**config.mk**
```make
export PLATFORM = sky130hd
export DESIGN_NAME = ptp_bmca_ann_scheduler
export DESIGN_NICKNAME = d
export VERILOG_FILES = /design/src/rtl/ptp_bmca_pkg.sv /design/src/rtl/ptp_rr_arbiter.sv /design/src/rtl/ptp_bmca_ann_scheduler.sv
export SDC_FILE = /design/constraint.sdc
export NUM_CORES = 1
export LEC_CHECK = 0
export ABC_AREA = 0
export BUFFER_PORTS_ARGS = -buffer_cell sky130_fd_sc_hd__buf_2
export CAP_MARGIN = 20
export CORE_UTILIZATION = 48
export CTS_CLUSTER_DIAMETER = 50
export DETAILED_ROUTE_END_ITERATION = 8
export PLACE_DENSITY = 0.77
export SYNTH_ARGS = -nofsm -noshare
export SYNTH_HDL_FRONTEND = slang
export SYNTH_SLANG_ARGS = --single-unit
```
**constraint.sdc**
```tcl
create_clock -name i_clk -period 3.4 [get_ports i_clk]
set_input_delay 0.68 -clock i_clk [delete_from_list [all_inputs] [get_ports i_clk]]
set_output_delay 0.68 -clock i_clk [all_outputs]
set_load 0.02 [all_outputs]
```
**src/rtl/ptp_bmca_pkg.sv**
```systemverilog
// Shared FSM encodings and defaults for the PTP BMCA announce scheduler.
package ptp_bmca_pkg;

  localparam logic [1:0] ST_IDLE      = 2'd0;
  localparam logic [1:0] ST_GRANT     = 2'd1;
  localparam logic [1:0] ST_WAIT_DONE = 2'd2;

  localparam int unsigned TMO_WIDTH_DEF = 32;

endpackage

```
**src/rtl/ptp_rr_arbiter.sv**
```systemverilog
// Combinational round-robin arbiter: the search starts at the index after `last`
// and wraps, returning a one-hot grant and the matching index.
module ptp_rr_arbiter #(
  parameter int unsigned PORT_NUM       = 8,
  parameter int unsigned PORT_NUM_WIDTH = $clog2(PORT_NUM)
) (
  input  logic [PORT_NUM-1:0]       req,
  input  logic [PORT_NUM_WIDTH-1:0] last,
  output logic [PORT_NUM-1:0]       grant,
  output logic [PORT_NUM_WIDTH-1:0] idx,
  output logic                      valid
);

  int unsigned               cand;
  logic [PORT_NUM_WIDTH-1:0] cand_idx;

  always_comb begin
    grant    = '0;
    idx      = '0;
    valid    = 1'b0;
    cand     = 0;
    cand_idx = '0;
    for (int unsigned i = 1; i <= PORT_NUM; i++) begin
      cand     = (32'(last) + i) % PORT_NUM;
      cand_idx = cand[PORT_NUM_WIDTH-1:0];
      if (!valid && req[cand_idx]) begin
        valid           = 1'b1;
        grant[cand_idx] = 1'b1;
        idx             = cand_idx;
      end
    end
  end

endmodule

```
**src/rtl/ptp_bmca_ann_scheduler.sv**
```systemverilog
// Round-robin scheduler feeding parsed Announce vectors to a shared BMCA comparator.
// Define PTP_ANN_TMO_EN to include per-port announce receipt timeout counters.
module ptp_bmca_ann_scheduler
  import ptp_bmca_pkg::*;
#(
  parameter int unsigned PORT_NUM       = 8,
  parameter int unsigned PORT_NUM_WIDTH = $clog2(PORT_NUM),
  parameter int unsigned TMO_WIDTH      = TMO_WIDTH_DEF
) (
  input  logic                      i_clk,
  input  logic                      i_rst,
  input  logic [PORT_NUM-1:0]       i_port_link,
  input  logic [PORT_NUM-1:0]       i_ann_req,
  input  logic [TMO_WIDTH-1:0]      i_ann_tmo_cycles,
  input  logic                      i_round_start,
  input  logic                      i_cmp_done,
  output logic [PORT_NUM_WIDTH-1:0] o_sel_port,
  output logic                      o_sel_valid,
  output logic                      o_busy,
  output logic [PORT_NUM-1:0]       o_pending,
  output logic [PORT_NUM-1:0]       o_port_timeout,
  output logic [PORT_NUM-1:0]       o_round_served,
  output logic                      o_round_done
);

  logic [1:0]                state;
  logic [PORT_NUM-1:0]       pending;
  logic [PORT_NUM-1:0]       served;
  logic [PORT_NUM-1:0]       sel_oh;
  logic [PORT_NUM-1:0]       grant_clr;
  logic [PORT_NUM-1:0]       served_set;
  logic [PORT_NUM-1:0]       tmo_hit;
  logic [PORT_NUM-1:0]       arb_req;
  logic [PORT_NUM-1:0]       arb_grant;
  logic [PORT_NUM_WIDTH-1:0] sel;
  logic [PORT_NUM_WIDTH-1:0] last;
  logic [PORT_NUM_WIDTH-1:0] arb_idx;
  logic                      arb_valid;
  logic                      armed;
  logic                      round_done;
  logic                      done_cond;

  assign arb_req = pending & i_port_link;

  ptp_rr_arbiter #(
    .PORT_NUM       (PORT_NUM),
    .PORT_NUM_WIDTH (PORT_NUM_WIDTH)
  ) u_arb (
    .req   (arb_req),
    .last  (last),
    .grant (arb_grant),
    .idx   (arb_idx),
    .valid (arb_valid)
  );

  always_ff @(posedge i_clk or negedge i_rst) begin
    if (!i_rst) begin
      state  <= ST_IDLE;
      sel    <= '0;
      sel_oh <= '0;
      last   <= PORT_NUM_WIDTH'(PORT_NUM - 1);
    end else begin
      case (state)
        ST_IDLE: begin
          if (arb_valid) begin
            sel    <= arb_idx;
            sel_oh <= arb_grant;
            last   <= arb_idx;
            state  <= ST_GRANT;
          end
        end
        ST_GRANT:     state <= ST_WAIT_DONE;
        ST_WAIT_DONE: if (i_cmp_done) state <= ST_IDLE;
        default:      state <= ST_IDLE;
      endcase
    end
  end

  // A request arriving in the GRANT cycle survives the grant clear.
  assign grant_clr  = (state == ST_GRANT) ? sel_oh : '0;
  // A port whose link dropped while being compared is not counted as served.
  assign served_set = tmo_hit |
                      (((state == ST_WAIT_DONE) && i_cmp_done) ? (sel_oh & i_port_link) : '0);
  assign done_cond  = armed && (state == ST_IDLE) && !i_round_start &&
                      (&(served | ~i_port_link));

  always_ff @(posedge i_clk or negedge i_rst) begin
    if (!i_rst) begin
      pending    <= '0;
      served     <= '0;
      armed      <= 1'b0;
      round_done <= 1'b0;
    end else begin
      pending    <= i_port_link & (i_ann_req | (pending & ~grant_clr));
      served     <= (i_round_start ? '0 : served) | served_set;
      armed      <= i_round_start ? 1'b1 : (done_cond ? 1'b0 : armed);
      round_done <= done_cond;
    end
  end

`ifdef PTP_ANN_TMO_EN
  logic                 tmo_on;
  logic [TMO_WIDTH-1:0] tmo_last;

  assign tmo_on   = (i_ann_tmo_cycles != '0);
  assign tmo_last = i_ann_tmo_cycles - TMO_WIDTH'(1);

  for (genvar p = 0; p < PORT_NUM; p++) begin : g_tmo
    logic [TMO_WIDTH-1:0] cnt;

    assign tmo_hit[p] = tmo_on && i_port_link[p] && !i_ann_req[p] &&
                        !i_round_start && (cnt == tmo_last);

    always_ff @(posedge i_clk or negedge i_rst) begin
      if (!i_rst) begin
        cnt <= '0;
      end else if (!tmo_on || !i_port_link[p] || i_ann_req[p] || i_round_start || tmo_hit[p]) begin
        cnt <= '0;
      end else begin
        cnt <= cnt + TMO_WIDTH'(1);
      end
    end
  end

  always_ff @(posedge i_clk or negedge i_rst) begin
    if (!i_rst) o_port_timeout <= '0;
    else        o_port_timeout <= tmo_hit;
  end
`else
  logic unused_tmo;
  assign unused_tmo     = ^i_ann_tmo_cycles;
  assign tmo_hit        = '0;
  assign o_port_timeout = '0;
`endif

  assign o_sel_port     = sel;
  assign o_sel_valid    = (state == ST_GRANT);
  assign o_busy         = (state != ST_IDLE);
  assign o_pending      = pending;
  assign o_round_served = served;
  assign o_round_done   = round_done;

endmodule

```
==> results of run 1 <==
-- power by group through the flow --
| stage | Sequential, W | Combinational (W) | Clock (W) |
|---|---|---|---|
| global route | 0.000660 | 0.00331 | 0.000411 |
| CTS | 0.000641 | 0.00297 | 0.000390 |
| detailed placement | 0.000649 | 0.00295 | 0 |
| floorplan | 0.000675 | 0.00209 | 0 |
| global placement | 0.000642 | 0.00291 | 0 |
| finish | 0.000644 | 0.00304 | 0.000387 |
-- cell usage in the layout, fill, tap and decap left out, types with 3 or more instances in the layout --
master / synthesis / routed
buf_2: 2 / 41
nand2_1: 33 / 33
dfrtp_1: 31 / 31
nor2_1: 28 / 28
buf_4: 11 / 27
inv_1: 18 / 18
o22ai_1: 16 / 16
a21oi_1: 15 / 15
mux4_2: 14 / 14
a31oi_1: 14 / 14
nor2b_1: 10 / 10
nand3_1: 9 / 9
o21ai_1: 8 / 8
o21ai_0: 8 / 8
nor3_1: 8 / 8
mux2i_1: 8 / 8
conb_1: 1 / 8
and2_1: 6 / 6
ha_1: 6 / 6
nand4_1: 5 / 5
nand2b_1: 5 / 5
clkbuf_8: 0 / 5
o21a_1: 4 / 4
o31ai_1: 4 / 4
o221ai_1: 4 / 4
a221oi_1: 3 / 3
a2111oi_0: 3 / 3
nand3_2: 3 / 3
o2bb2ai_1: 3 / 3
a211oi_1: 3 / 3
o32ai_1: 4 / 3
dfstp_2: 3 / 3
-- state kept, by name, indices dropped and copies added, names as in the netlist --
register        flops
o_pending           8
state               2
armed               1
o_round_served      8
last                3
o_sel_port          3
sel_oh              8
o_round_done        1
-- metrics by stage --
stage | instance area, um2 | hold slack (ps) | power (W) | utilization [%]
after floorplan | 2960 | 384 | 0.00277 | -
after global routing | 3440 | 501 | 0.00438 | 58.4
after CTS | 3420 | 469 | 0.00400 | 58.2
after detailed placement | 3310 | 509 | 0.00360 | 56.3
after global placement | 3310 | 482 | 0.00356 | 56.3
final | 3440 | 445 | 0.00407 | 58.4
-- cells by family (layout without fill, tap and decap cells) --
group	after synthesis	count (layout)	synth area share, %
muxes	22	22	13.5
buffers and inverters	47	97	8.30
DFF	34	34	29.2
AOI/OAI and AO/OA	107	107	25.1
xor gates and xnor gates	4	4	1.20
other	1	8	0.128
and+or+nand+nor	117	117	20.0
adders and majority gates	6	6	2.57
-- cell usage after synthesis (6+ instances only) --
library cell  number  share of area (%)
inv_1             18                2.3
nor2_1            28                3.6
clkbuf_1          10                1.3
ha_1               6                2.6
o21ai_0            8                1.4
mux4_2            14                 11
nand2_1           33                4.2
o21ai_1            8                1.4
a31oi_1           14                3.0
a21oi_1           15                2.6
nand3_1            9                1.5
buf_4             11                2.8
and2_1             6                1.3
dfrtp_1           31                 27
o22ai_1           16                3.4
mux2i_1            8                2.7
nor3_1             8                1.4
nor2b_1           10                2.1
-- what timing repair did --
item	in CTS	in global routing
hold endpoints to repair	0	0
gates resized for setup	0	3
setup endpoints to repair	0	3
-- layout make-up --
type / instances / area [um2] / area share (%)
clock inverters: 3 / 45.0 / 1.31
inverters: 20 / 80.1 / 2.33
repair buffers: 69 / 428 / 12.4
multi-input cells: 264 / 1870 / 54.3
well taps: 75 / 93.8 / 2.73
flip-flops and latches: 34 / 855 / 24.8
clock buffers: 5 / 68.8 / 2.00
-- how the worst min path moves through the flow --
stage	slack [ps]	end	from	cells after the start
floorplan	380	armed$_DFFE_PN0P_	i_rst	0
global placement	480	armed$_DFFE_PN0P_	armed$_DFFE_PN0P_	2
detailed placement	510	o_sel_port[2]$_DFFE_PN0P_	o_sel_port[2]$_DFFE_PN0P_	2
CTS	470	o_round_served[0]$_DFF_PN0_	i_rst	1
global route	500	o_round_served[0]$_DFF_PN0_	i_rst	1
finish	450	o_pending[0]$_DFF_PN0_	i_rst	1
-- layer usage --
layer	vias up	GRT usage (%)
li1	1365	-
met1	1455	41.0
met2	159	47.4
met3	26	4.77
met4	0	12.0
met5	-	0
-- worst max-delay path: stages, from the launching register on --
cell	delay, ps
dfstp_2	560
inv_1	60
ha_1	440
mux4_2	580
or4_4	630
o41a_1	460
buf_4	200
nand2_1	90
o221ai_1	130
==> impl_metrics.csv, run 1 <==
group,metric,value,unit
grt,grt_pass1_wl,14400,um
power,p_seq_share,15.8,%
worst_hold_path,worstHoldPathType,"in -> async",
final_layout,fill_cells,534,
route,drc,0,
final_layout,antennaDiodeCount,0,
sta,period_needed,3300,ps
floorplanning,io_pins,82,
placed_design,hpwlAfterDp,6860,um
placed_design,dp_cells,462,
sta,tightest_slew,758,ps
grt,grt_max_degree,40,
grt,antenna_found_initial,0,
clock_tree,clkTransAtPathRegs,80,ps
sta,maxSlewViolCount,0,
floorplanning,die_area,6410,um2
setup_path,crit_path_max_fanout,16,
synth,synthesis.instances,338,
final_layout,syn_to_final_growth,17.6,%
setup_path,arrival,3450,ps
power,switchingPower,0.00210,W
sta,setup_tns,0,ps
sta,hold_violations,0,
route,top_layer,"met4",
clock_tree,cts_max_level,2,
power,peakVddDrop,0.976,mV
sta,relSlewSlack,49.4,%
synth,synth_area,2930,um2
clock_tree,cts_tree,"yes",
synth,ys.flop_type,"dfrtp_1",
route,wl_met1,3950,um
floorplanning,rows,28,
clock_tree,post_cts.repair.setup_buffers,0,
final_layout,drive_gt1_share,27.1,%
sta,setup_violations,0,
route,wire_per_inst,19.4,um
run_status,status,"complete, no violations",
sta,skew,10.5,ps
setup_path,reg2reg_from,"last[0]$_DFFE_PN1P_",
route,first_pass_iters,5,
power,pwr-share-comb,74.7,%
setup_path,crit_end,"sel_oh[5]$_DFFE_PN0P_",
placed_design,io_buffer_count,41,
synth,synth-seq-cells,34,
grt,grt_pass1_vias,2745,
placed_design,place_ws,80.1,ps
setup_path,crit_required,3550,ps
floorplanning,fp.dieH,80.1,um
floorplanning,core-area,5890,um2
power,swShare,51.4,%
power,power_density,1180,nW/um2
clock_tree,root_buffer,"clkbuf_8",
setup_path,worstSetupEndpointType,"flip-flop",
synth,synth_edf_count,0,
sta,final.setup.worst_slack,99.8,ps
grt,track_usage,30.0,%
final_layout,fin_nets,452,
route,postRouteWirelength,9110,um
setup_path,rrSetupSlack,100,ps
clock_tree,cts_hold_buf,0,
clock_tree,cts_made_buffers,5,
route,vias_per_cell,6.39,
route,wl_met2,4220,um
synth,synth_cell_type_count,62,
sta,fmaxAchievable,0.303,GHz
job,max-cap-violations,0,
placed_design,gp_congestion,0.949,
route,vias,3005,
setup_path,critPathKind,"reg -> reg",
route,ant_nets,0,
sta,rsz0062_at_grt,"false",
floorplanning,start_util,49.7,%
setup_path,r2r_cells,8,
synth,ys_seq_area_share,29.2,%
clock_tree,cts.path.max_buffers,2,
final_layout,final_cells,470,
setup_path,crit_start,"last[0]$_DFFE_PN1P_",
sta,period_share,97.1,%
clock_tree,worstSkewPairLatency,300,ps
synth,yosys_warnings,0,
synth,avgSynthCellArea,8.65,um2
clock_tree,cts_sinks,34,
power,p_clk_share,9.5,%
route,first_iter_violations,238,
floorplanning,die_w,80.1,um
grt,grt_overflow_total,0,
synth,synthArstFlopShare,100,%
power,p_leak,1.44,nW
power,p_int,0.00198,W
setup_path,startpoint_type,"flip-flop",
route,wl_met3,681,um
setup_path,reg2reg_to,"sel_oh[5]$_DFFE_PN0P_",
Note: power is estimated with default switching activity, not from simulation.
==> run 2: changes to the inputs <==
--- a/config.mk
+++ b/config.mk
@@ -12,6 +12,8 @@
 export CTS_CLUSTER_DIAMETER = 50
 export DETAILED_ROUTE_END_ITERATION = 8
 export PLACE_DENSITY = 0.77
+export RECOVER_POWER = 100
 export SYNTH_ARGS = -nofsm -noshare
 export SYNTH_HDL_FRONTEND = slang
 export SYNTH_SLANG_ARGS = --single-unit
+export TNS_END_PERCENT = 10
==> impl_metrics.csv, run 2 (synthesis results as in run 1) <==
group,metric,value,unit
final_layout,final_cells,470,
sta,whs,522,ps
clock_tree,cts_tree,"yes",
setup_path,reg2reg_from,"last[0]$_DFFE_PN1P_",
final_layout,drive_gt1_share,20.8,%
route,first_pass_iters,5,
grt,grt_max_degree,40,
placed_design,io_buffer_count,41,
setup_path,crit_path_max_fanout,10,
power,power_density,1180,nW/um2
worst_hold_path,worstHoldPathType,"reg -> reg",
route,first_iter_violations,302,
sta,skew,9.27,ps
floorplanning,die_area,6410,um2
grt,grt_pass1_vias,2745,
sta,maxSlewViolCount,35,
final_layout,fill_cells,548,
placed_design,dp_cells,462,
run_status,status,"complete, but fails checks",
clock_tree,clkTransAtPathRegs,70,ps
sta,fmaxAchievable,0.301,GHz
setup_path,crit_start,"last[0]$_DFFE_PN1P_",
floorplanning,die_w,80.1,um
route,drc,0,
grt,grt_pass1_wl,14400,um
sta,setup_violations,0,
setup_path,arrival,3500,ps
sta,period_needed,3320,ps
sta,tightest_slew,1790,ps
route,vias,2963,
setup_path,r2r_cells,8,
setup_path,critPathKind,"reg -> reg",
setup_path,startpoint_type,"flip-flop",
sta,rsz0062_at_grt,"false",
final_layout,fin_nets,452,
placed_design,hpwlAfterDp,6860,um
route,ant_nets,0,
sta,hold_violations,0,
clock_tree,cts_max_level,2,
final_layout,antennaDiodeCount,0,
route,wire_per_inst,19.3,um
job,max-cap-violations,1,
grt,track_usage,30.0,%
setup_path,worstSetupEndpointType,"flip-flop",
floorplanning,io_pins,82,
sta,setup_tns,0,ps
placed_design,gp_congestion,0.949,
worst_hold_path,holdCritStartpoint,"o_sel_port[2]$_DFFE_PN0P_",
floorplanning,fp.dieH,80.1,um
sta,period_share,97.7,%
worst_hold_path,holdPathEnd,"o_sel_port[2]$_DFFE_PN0P_",
floorplanning,start_util,49.7,%
clock_tree,cts_sinks,34,
final_layout,final_common_cell,"nand2_1",
final_layout,layout_common_cells,"33 x nand2_1, 31 x dfrtp_1, 28 x nor2_1, 26 x buf_4, 24 x clkbuf_1",
clock_tree,worstSkewPairLatency,290,ps
floorplanning,rows,28,
sta,relSlewSlack,-19.4,%
power,peakVddDrop,0.967,mV
route,postRouteWirelength,9090,um
clock_tree,cts.path.max_buffers,2,
setup_path,reg2reg_to,"o_sel_port[2]$_DFFE_PN0P_",
clock_tree,root_buffer,"clkbuf_8",
grt,antenna_found_initial,0,
setup_path,rrSetupSlack,80,ps
final_layout,multi_input_area,1860,um2
grt,grt_overflow_total,0,
run_status,violations,"capacitance limit, slew limit",
worst_hold_path,whs_path_depth,2,
power,p_leak,1.35,nW
clock_tree,cts_made_buffers,5,
setup_path,crit_required,3580,ps
final_layout,seq_area,855,um2
route,vias_per_cell,6.30,
final_layout,syn_to_final_growth,16.3,%
floorplanning,core-area,5890,um2
## run 2: area by class of cell
cell class | instances | area share [%]
Clock buffer | 5 | 2.02
Clock inverter | 3 | 1.32
Inverter | 20 | 2.35
Multi-Input combinational cell | 264 | 54.8
Sequential cell | 34 | 25.1
Tap cell | 75 | 2.76
Timing Repair Buffer | 69 | 11.6
## run 2: how the worst max path moves through the flow
stage / to / cells after the start
floorplan: sel_oh[0]$_DFFE_PN0P_ / 13
global placement: sel_oh[5]$_DFFE_PN0P_ / 9
detailed placement: sel_oh[5]$_DFFE_PN0P_ / 9
CTS: o_sel_port[2]$_DFFE_PN0P_ / 8
global route: o_sel_port[2]$_DFFE_PN0P_ / 8
finish: o_sel_port[2]$_DFFE_PN0P_ / 8
## run 2: repair_timing
item	in CTS	in global routing
gates resized for setup	0	3
hold buffers	0	0
buffers inserted	0	0
setup endpoints to repair	0	3
## run 2: where the power goes
part	total (W)	internal (W)	switching (W)
logic	0.00299	0.00118	0.00181
registers	0.000645	0.000547	0.0000976
clock network	0.000386	0.000218	0.000168
## run 2: through the flow
step / total power, W / util (%) / setup slack, ps / instance area [um2]
2_1_floorplan: 0.00277 / - / 18.2 / 2960
3_3_place_gp: 0.00356 / 56.3 / 122 / 3310
3_5_place_dp: 0.00360 / 56.3 / 80.1 / 3310
4_1_cts: 0.00400 / 58.2 / 73.0 / 3420
5_1_grt: 0.00434 / 57.8 / 3.10 / 3400
6_report: 0.00402 / 57.8 / 76.7 / 3400
## run 2: per-layer routing
| metal | share of wire (%) | GRT usage (%) |
|---|---|---|
| met2 | 46 | 47.4 |
| met1 | 44 | 41.0 |
| met5 | 0 | 0 |
| met4 | 2.8 | 12.0 |
| met3 | 6.9 | 4.77 |
## run 2: critical path, cell delays in order (launching register included)
cell      delay, ps
dfstp_2         560
inv_1            60
ha_1            440
mux4_2          580
or4_4           640
nand2b_1        170
o311ai_0        490
buf_4           210
o21ai_1          60
